$ cat src/rtl/msrv32_pkg.sv
// Shared constants and helpers for the msrv32 front end.
package msrv32_pkg;

  localparam int          XLEN             = 32;
  localparam logic [31:0] NOP_INSTR        = 32'h0000_0013;
  localparam logic [31:0] RESET_PC_DEFAULT = 32'h0000_0000;

  function automatic logic [XLEN-1:0] word_align(input logic [XLEN-1:0] addr);
    return {addr[XLEN-1:2], 2'b00};
  endfunction

endpackage

$ cat src/rtl/msrv32_sync_fifo.sv
// Small synchronous FIFO with clear; head word is visible combinationally.
module msrv32_sync_fifo #(
  parameter int DEPTH = 2,
  parameter int WIDTH = 64
) (
  input  logic                       clk,
  input  logic                       rst,
  input  logic                       clear,
  input  logic                       push,
  input  logic [WIDTH-1:0]           push_data,
  input  logic                       pop,
  output logic [WIDTH-1:0]           head_data,
  output logic [$clog2(DEPTH+1)-1:0] count,
  output logic                       empty,
  output logic                       full
);

  localparam int CW = $clog2(DEPTH + 1);
  localparam int PW = (DEPTH > 1) ? $clog2(DEPTH) : 1;

  logic [WIDTH-1:0] mem [DEPTH];
  logic [PW-1:0]    wr_ptr;
  logic [PW-1:0]    rd_ptr;
  logic             do_push;
  logic             do_pop;

  function automatic logic [PW-1:0] next_ptr(input logic [PW-1:0] p);
    return (p == PW'(DEPTH - 1)) ? '0 : p + PW'(1);
  endfunction

  assign empty     = (count == '0);
  assign full      = (count == CW'(DEPTH));
  assign do_pop    = pop && !empty;
  assign do_push   = push && (!full || do_pop);
  assign head_data = mem[rd_ptr];

  always_ff @(posedge clk) begin
    if (rst || clear) begin
      wr_ptr <= '0;
      rd_ptr <= '0;
      count  <= '0;
    end else begin
      if (do_push) wr_ptr <= next_ptr(wr_ptr);
      if (do_pop)  rd_ptr <= next_ptr(rd_ptr);
      case ({do_push, do_pop})
        2'b10:   count <= count + CW'(1);
        2'b01:   count <= count - CW'(1);
        default: count <= count;
      endcase
    end
  end

  // Storage carries no reset; pointers and count define what is valid.
  always_ff @(posedge clk) begin
    if (do_push) mem[wr_ptr] <= push_data;
  end

endmodule

$ cat src/rtl/msrv32_instr_fetch_unit.sv
// RV32I fetch front end: credit-limited imem requests, in-order response queue,
// stale-response dropping after redirects, NOP when nothing valid is available.
module msrv32_instr_fetch_unit
  import msrv32_pkg::*;
#(
  parameter int          DEPTH    = 2,
  parameter logic [31:0] RESET_PC = RESET_PC_DEFAULT
) (
  input  logic        ms_riscv32_mp_clk_in,
  input  logic        ms_riscv32_mp_rst_in,
  input  logic        redirect_in,
  input  logic [31:0] redirect_pc_in,
  input  logic        ready_in,
  output logic        imem_req_out,
  output logic [31:0] imem_addr_out,
  input  logic        imem_gnt_in,
  input  logic        imem_rvalid_in,
  input  logic [31:0] imem_rdata_in,
  output logic [31:0] instr_out,
  output logic [31:0] instr_pc_out,
  output logic        instr_valid_out,
  output logic        flush_out
);

  localparam int             CW           = $clog2(DEPTH + 1);
  localparam logic [CW:0]    DEPTH_CREDIT = (CW + 1)'(DEPTH);

  logic [XLEN-1:0]   pc;
  logic [CW-1:0]     outstanding;
  logic [CW-1:0]     drop;
  logic [CW-1:0]     out_next;
  logic [CW-1:0]     drop_next;
  logic [CW:0]       credit_used;
  logic              grant;
  logic              rsp_seen;
  logic              live_rsp;

  logic [2*XLEN-1:0] q_head;
  logic [CW-1:0]     q_count;
  logic              q_empty;
  logic              q_full;
  logic [XLEN-1:0]   pcq_head;
  logic [CW-1:0]     pcq_count;
  logic              pcq_empty;
  logic              pcq_full;
  logic              unused_sink;

  // Outstanding counts every request in flight, stale or live; drop is the
  // stale subset still to come back, so the credit check covers both.
  assign credit_used   = {1'b0, q_count} + {1'b0, outstanding};
  assign imem_req_out  = !ms_riscv32_mp_rst_in && (credit_used < DEPTH_CREDIT);
  assign imem_addr_out = pc;
  assign grant         = imem_req_out && imem_gnt_in;
  assign rsp_seen      = imem_rvalid_in && (outstanding != '0);
  assign live_rsp      = rsp_seen && !redirect_in && (drop == '0);

  assign instr_valid_out = !q_empty && !redirect_in;
  assign instr_out       = instr_valid_out ? q_head[XLEN-1:0]      : NOP_INSTR;
  assign instr_pc_out    = instr_valid_out ? q_head[2*XLEN-1:XLEN] : '0;

  assign unused_sink = &{1'b0, q_full, pcq_count, pcq_empty, pcq_full, redirect_pc_in[1:0]};

  // PCs of live granted requests, matched in order against returning words.
  msrv32_sync_fifo #(
    .DEPTH (DEPTH),
    .WIDTH (XLEN)
  ) u_pc_fifo (
    .clk       (ms_riscv32_mp_clk_in),
    .rst       (ms_riscv32_mp_rst_in),
    .clear     (redirect_in),
    .push      (grant && !redirect_in),
    .push_data (pc),
    .pop       (live_rsp),
    .head_data (pcq_head),
    .count     (pcq_count),
    .empty     (pcq_empty),
    .full      (pcq_full)
  );

  msrv32_sync_fifo #(
    .DEPTH (DEPTH),
    .WIDTH (2 * XLEN)
  ) u_instr_fifo (
    .clk       (ms_riscv32_mp_clk_in),
    .rst       (ms_riscv32_mp_rst_in),
    .clear     (redirect_in),
    .push      (live_rsp),
    .push_data ({pcq_head, imem_rdata_in}),
    .pop       (instr_valid_out && ready_in),
    .head_data (q_head),
    .count     (q_count),
    .empty     (q_empty),
    .full      (q_full)
  );

  always_comb begin
    out_next = outstanding;
    if (grant && !rsp_seen)      out_next = outstanding + CW'(1);
    else if (!grant && rsp_seen) out_next = outstanding - CW'(1);
    drop_next = drop;
    if (redirect_in)                     drop_next = out_next;
    else if (rsp_seen && (drop != '0))   drop_next = drop - CW'(1);
  end

  always_ff @(posedge ms_riscv32_mp_clk_in) begin
    if (ms_riscv32_mp_rst_in) begin
      pc          <= RESET_PC;
      outstanding <= '0;
      drop        <= '0;
      flush_out   <= 1'b0;
    end else begin
      if (redirect_in)  pc <= word_align(redirect_pc_in);
      else if (grant)   pc <= pc + 32'd4;
      outstanding <= out_next;
      drop        <= drop_next;
      flush_out   <= redirect_in;
    end
  end

endmodule
$ cat config.mk
export PLATFORM = sky130hd
export DESIGN_NAME = msrv32_instr_fetch_unit
export DESIGN_NICKNAME = d
export VERILOG_FILES = /design/src/rtl/msrv32_pkg.sv /design/src/rtl/msrv32_sync_fifo.sv /design/src/rtl/msrv32_instr_fetch_unit.sv
export SDC_FILE = /design/constraint.sdc
export NUM_CORES = 1
export LEC_CHECK = 0
export ABC_AREA = 0
export CAP_MARGIN = 20
export CORE_AREA = 3 3 142 144
export DETAILED_ROUTE_END_ITERATION = 6
export DIE_AREA = 0 0 145 147
export GPL_ROUTABILITY_DRIVEN = 0
export PLACE_DENSITY = 0.84
export REMOVE_ABC_BUFFERS = 1
export SLEW_MARGIN = 15
export SYNTH_ARGS = -nofsm -noshare
export SYNTH_HDL_FRONTEND = slang
export SYNTH_HIERARCHICAL = 1
export SYNTH_SLANG_ARGS = --single-unit
$ cat constraint.sdc
create_clock -name ms_riscv32_mp_clk_in -period 7.5 [get_ports ms_riscv32_mp_clk_in]
set_input_delay 1.5 -clock ms_riscv32_mp_clk_in [delete_from_list [all_inputs] [get_ports ms_riscv32_mp_clk_in]]
set_output_delay 1.5 -clock ms_riscv32_mp_clk_in [all_outputs]
set_load 0.02 [all_outputs]
==> impl_metrics.yaml <==
outcome:
  outcome: "completed"
setup_path:
  start_kind: "input port"
  cpLargestDelayFamily: "buffers and inverters"
  cp_num_buf_inv: 4
  cpMaxStageDelayCell: "clkdlybuf4s50_1"
  slowest_delay_ns: 0.61
  worstSetupPathType: "input port to output pin"
  required_ns: 6.00
  crit_fanout: 45
  startpoint: "redirect_in"
  crit_arrival_ns: 3.86
  worstPathCellList: "clkdlybuf4s50_1, buf_4, nor2_4, buf_4, and2_1, clkdlybuf4s50_1"
  ff2ff_setup_slack_ns: 3.86
  crit_path_end_kind: "output pin"
  r2r_start: "u_instr_fifo/count[0]$_SDFFE_PP0P_"
  r2r_cells: 6
  r2r-end: "u_pc_fifo/mem[1][13]$_DFFE_PP_"
drt:
  viasPerCell: 5.46
  drt_wl_total_mm: 20.3
  firstDrtPassIters: 5
  drt_iter0_markers: 341
  dr_total_vias: 6165
  final_antenna_net_count: 0
  drc_errors: 0
  drt-wirelength-per-cell_um: 18.0
min_path:
  hp-start: "imem_addr_out[31]$_SDFFE_PP0P_"
  whs_path_depth: 0
  min_path_type: "register to register"
  whs_endpoint: "u_pc_fifo/mem[1][31]$_DFFE_PP_"
finish:
  antenna_cells: 0
  fillCellCount: 1323
  syn_to_final_growth_pct: 25.5
  design_area_um2: 12600
  multi_input_comb_area_um2: 3120
  drive_above_1_share_pct: 17.7
  fin_nets: 925
  seq_area_um2: 6670
synth:
  syn_area_um2: 10000
  ys.warnings.count: 6
  avgSynthCellArea_um2: 14.6
  syn_inst: 687
clocking:
  holdBufCountCts: 0
  cts_max_path_buffers: 3
  post_cts_resized: 0
  clk_pin_slew_ns: 0.06
  root_buffer: "clkbuf_16"
  postCtsSetupBuffers: 0
  h-tree-depth: 1
  cts_tree: "done"
  cts_inserted_buffers: 25
  worstSkewPairLatency_ns: 0.50
  cts.sinks: 237
power_and_ir_drop:
  leakagePower_nw: 4.10
  power.density_nw_per_um2: 240
  peakVddDrop_uv: 149
timing:
  worst_pin_slew_ns: 1.06
  rsz0062_at_grt: "no"
  fin_crit_sh_pct: 71.4
  fin_tns_setup_ns: 0
  fmax_mhz: 187
  slew_violations: 0
  slew_headroom_pct: 29.2
  setup_violations: 0
  timing.hold.ws_ns: 0.533
  skew_ns: 0.0155
  post-route-min-period_ns: 5.36
  finalHoldViolCount: 0
global_routing:
  antenna_found_initial: 0
  grt-ovfl-total: 0
  grtUsageTotal_pct: 18.6
  grt_pass1_vias: 6325
  grt_max_degree: 65
  grt_pass1_wl_mm: 32.7
floorplanning:
  num_rows: 50
  start_util_pct: 53.4
  dieArea_um2: 21300
  core_um2: 18800
  pin_count: 169
  die_y_um: 147
  die_x_um: 145
placement:
  port-buffer-count: 164
  placed_area_um2: 11800
  place_hpwl_mm: 12.7
run:
  max_cap_viol_count: 0
==> cell usage in the layout, fill, tap and decap left out, drive strengths merged, types with 14 or more instances in the layout <==
| master | instances |
|---|---|
| a311oi | 18 |
| and2 | 64 |
| clkbuf | 32 |
| clkdlybuf4s50 | 163 |
| dfxtp | 45 |
| edfxtp | 192 |
| mux2 | 99 |
| nand2 | 15 |
| nor2 | 40 |
| o21ai | 14 |
| or4 | 14 |
==> power breakdown <==
part | switching (mW) | internal, mW
sequential | 0.0404 | 1.51
clock | 0.463 | 0.681
combinational | 0.175 | 0.159
==> state kept, by name, summed over array words and instances (netlist names), named ones only <==
name and flops:
u_instr_fifo/mem 128, u_pc_fifo/mem 64, imem_addr_out 30, drop 2
outstanding 2, u_instr_fifo/count 2, u_pc_fifo/count 2, flush_out 1
u_instr_fifo/rd_ptr 1, u_instr_fifo/wr_ptr 1, u_pc_fifo/rd_ptr 1, u_pc_fifo/wr_ptr 1
==> through the flow <==
| step | util [%] | power (mW) | instances | setup WS [ns] |
|---|---|---|---|---|
| after floorplan | - | 1.77 | 653 | 0.841 |
| after global placement | 62.9 | 1.90 | 1084 | 2.12 |
| after detailed placement | 62.9 | 1.91 | 1084 | 2.08 |
| after CTS | 67.0 | 3.06 | 1129 | 2.07 |
| after global routing | 67.0 | 3.15 | 1129 | 1.96 |
| final | 67.0 | 3.03 | 1129 | 2.14 |
==> metal layers <==
layer | GRT usage (%) | wire, µm | part of all wire (%)
met5 | 0 | 0 | 0
met2 | 32.7 | 10100 | 49
met3 | 3.24 | 1020 | 5.0
met4 | 6.32 | 493 | 2.4
met1 | 23.7 | 8740 | 43
==> final cells by class <==
class	instances	share of cell area, %
Tap cell	260	2.58
Multi-Input combinational cell	406	24.7
Sequential cell	237	52.9
Timing Repair Buffer	171	13.4
Inverter	10	0.298
Clock buffer	32	5.17
Clock inverter	13	0.923
==> worst max path at each step <==
stage | cells after the start | slack (ns) | end
finish | 6 | 2.14 | instr_pc_out[3]
global placement | 6 | 2.12 | instr_pc_out[3]
floorplan | 4 | 0.84 | u_instr_fifo/mem[0][0]$_DFFE_PP_
CTS | 6 | 2.07 | instr_pc_out[3]
global route | 6 | 1.96 | instr_pc_out[28]
detailed placement | 6 | 2.08 | instr_pc_out[3]
Power figures use the tool's default switching activity.
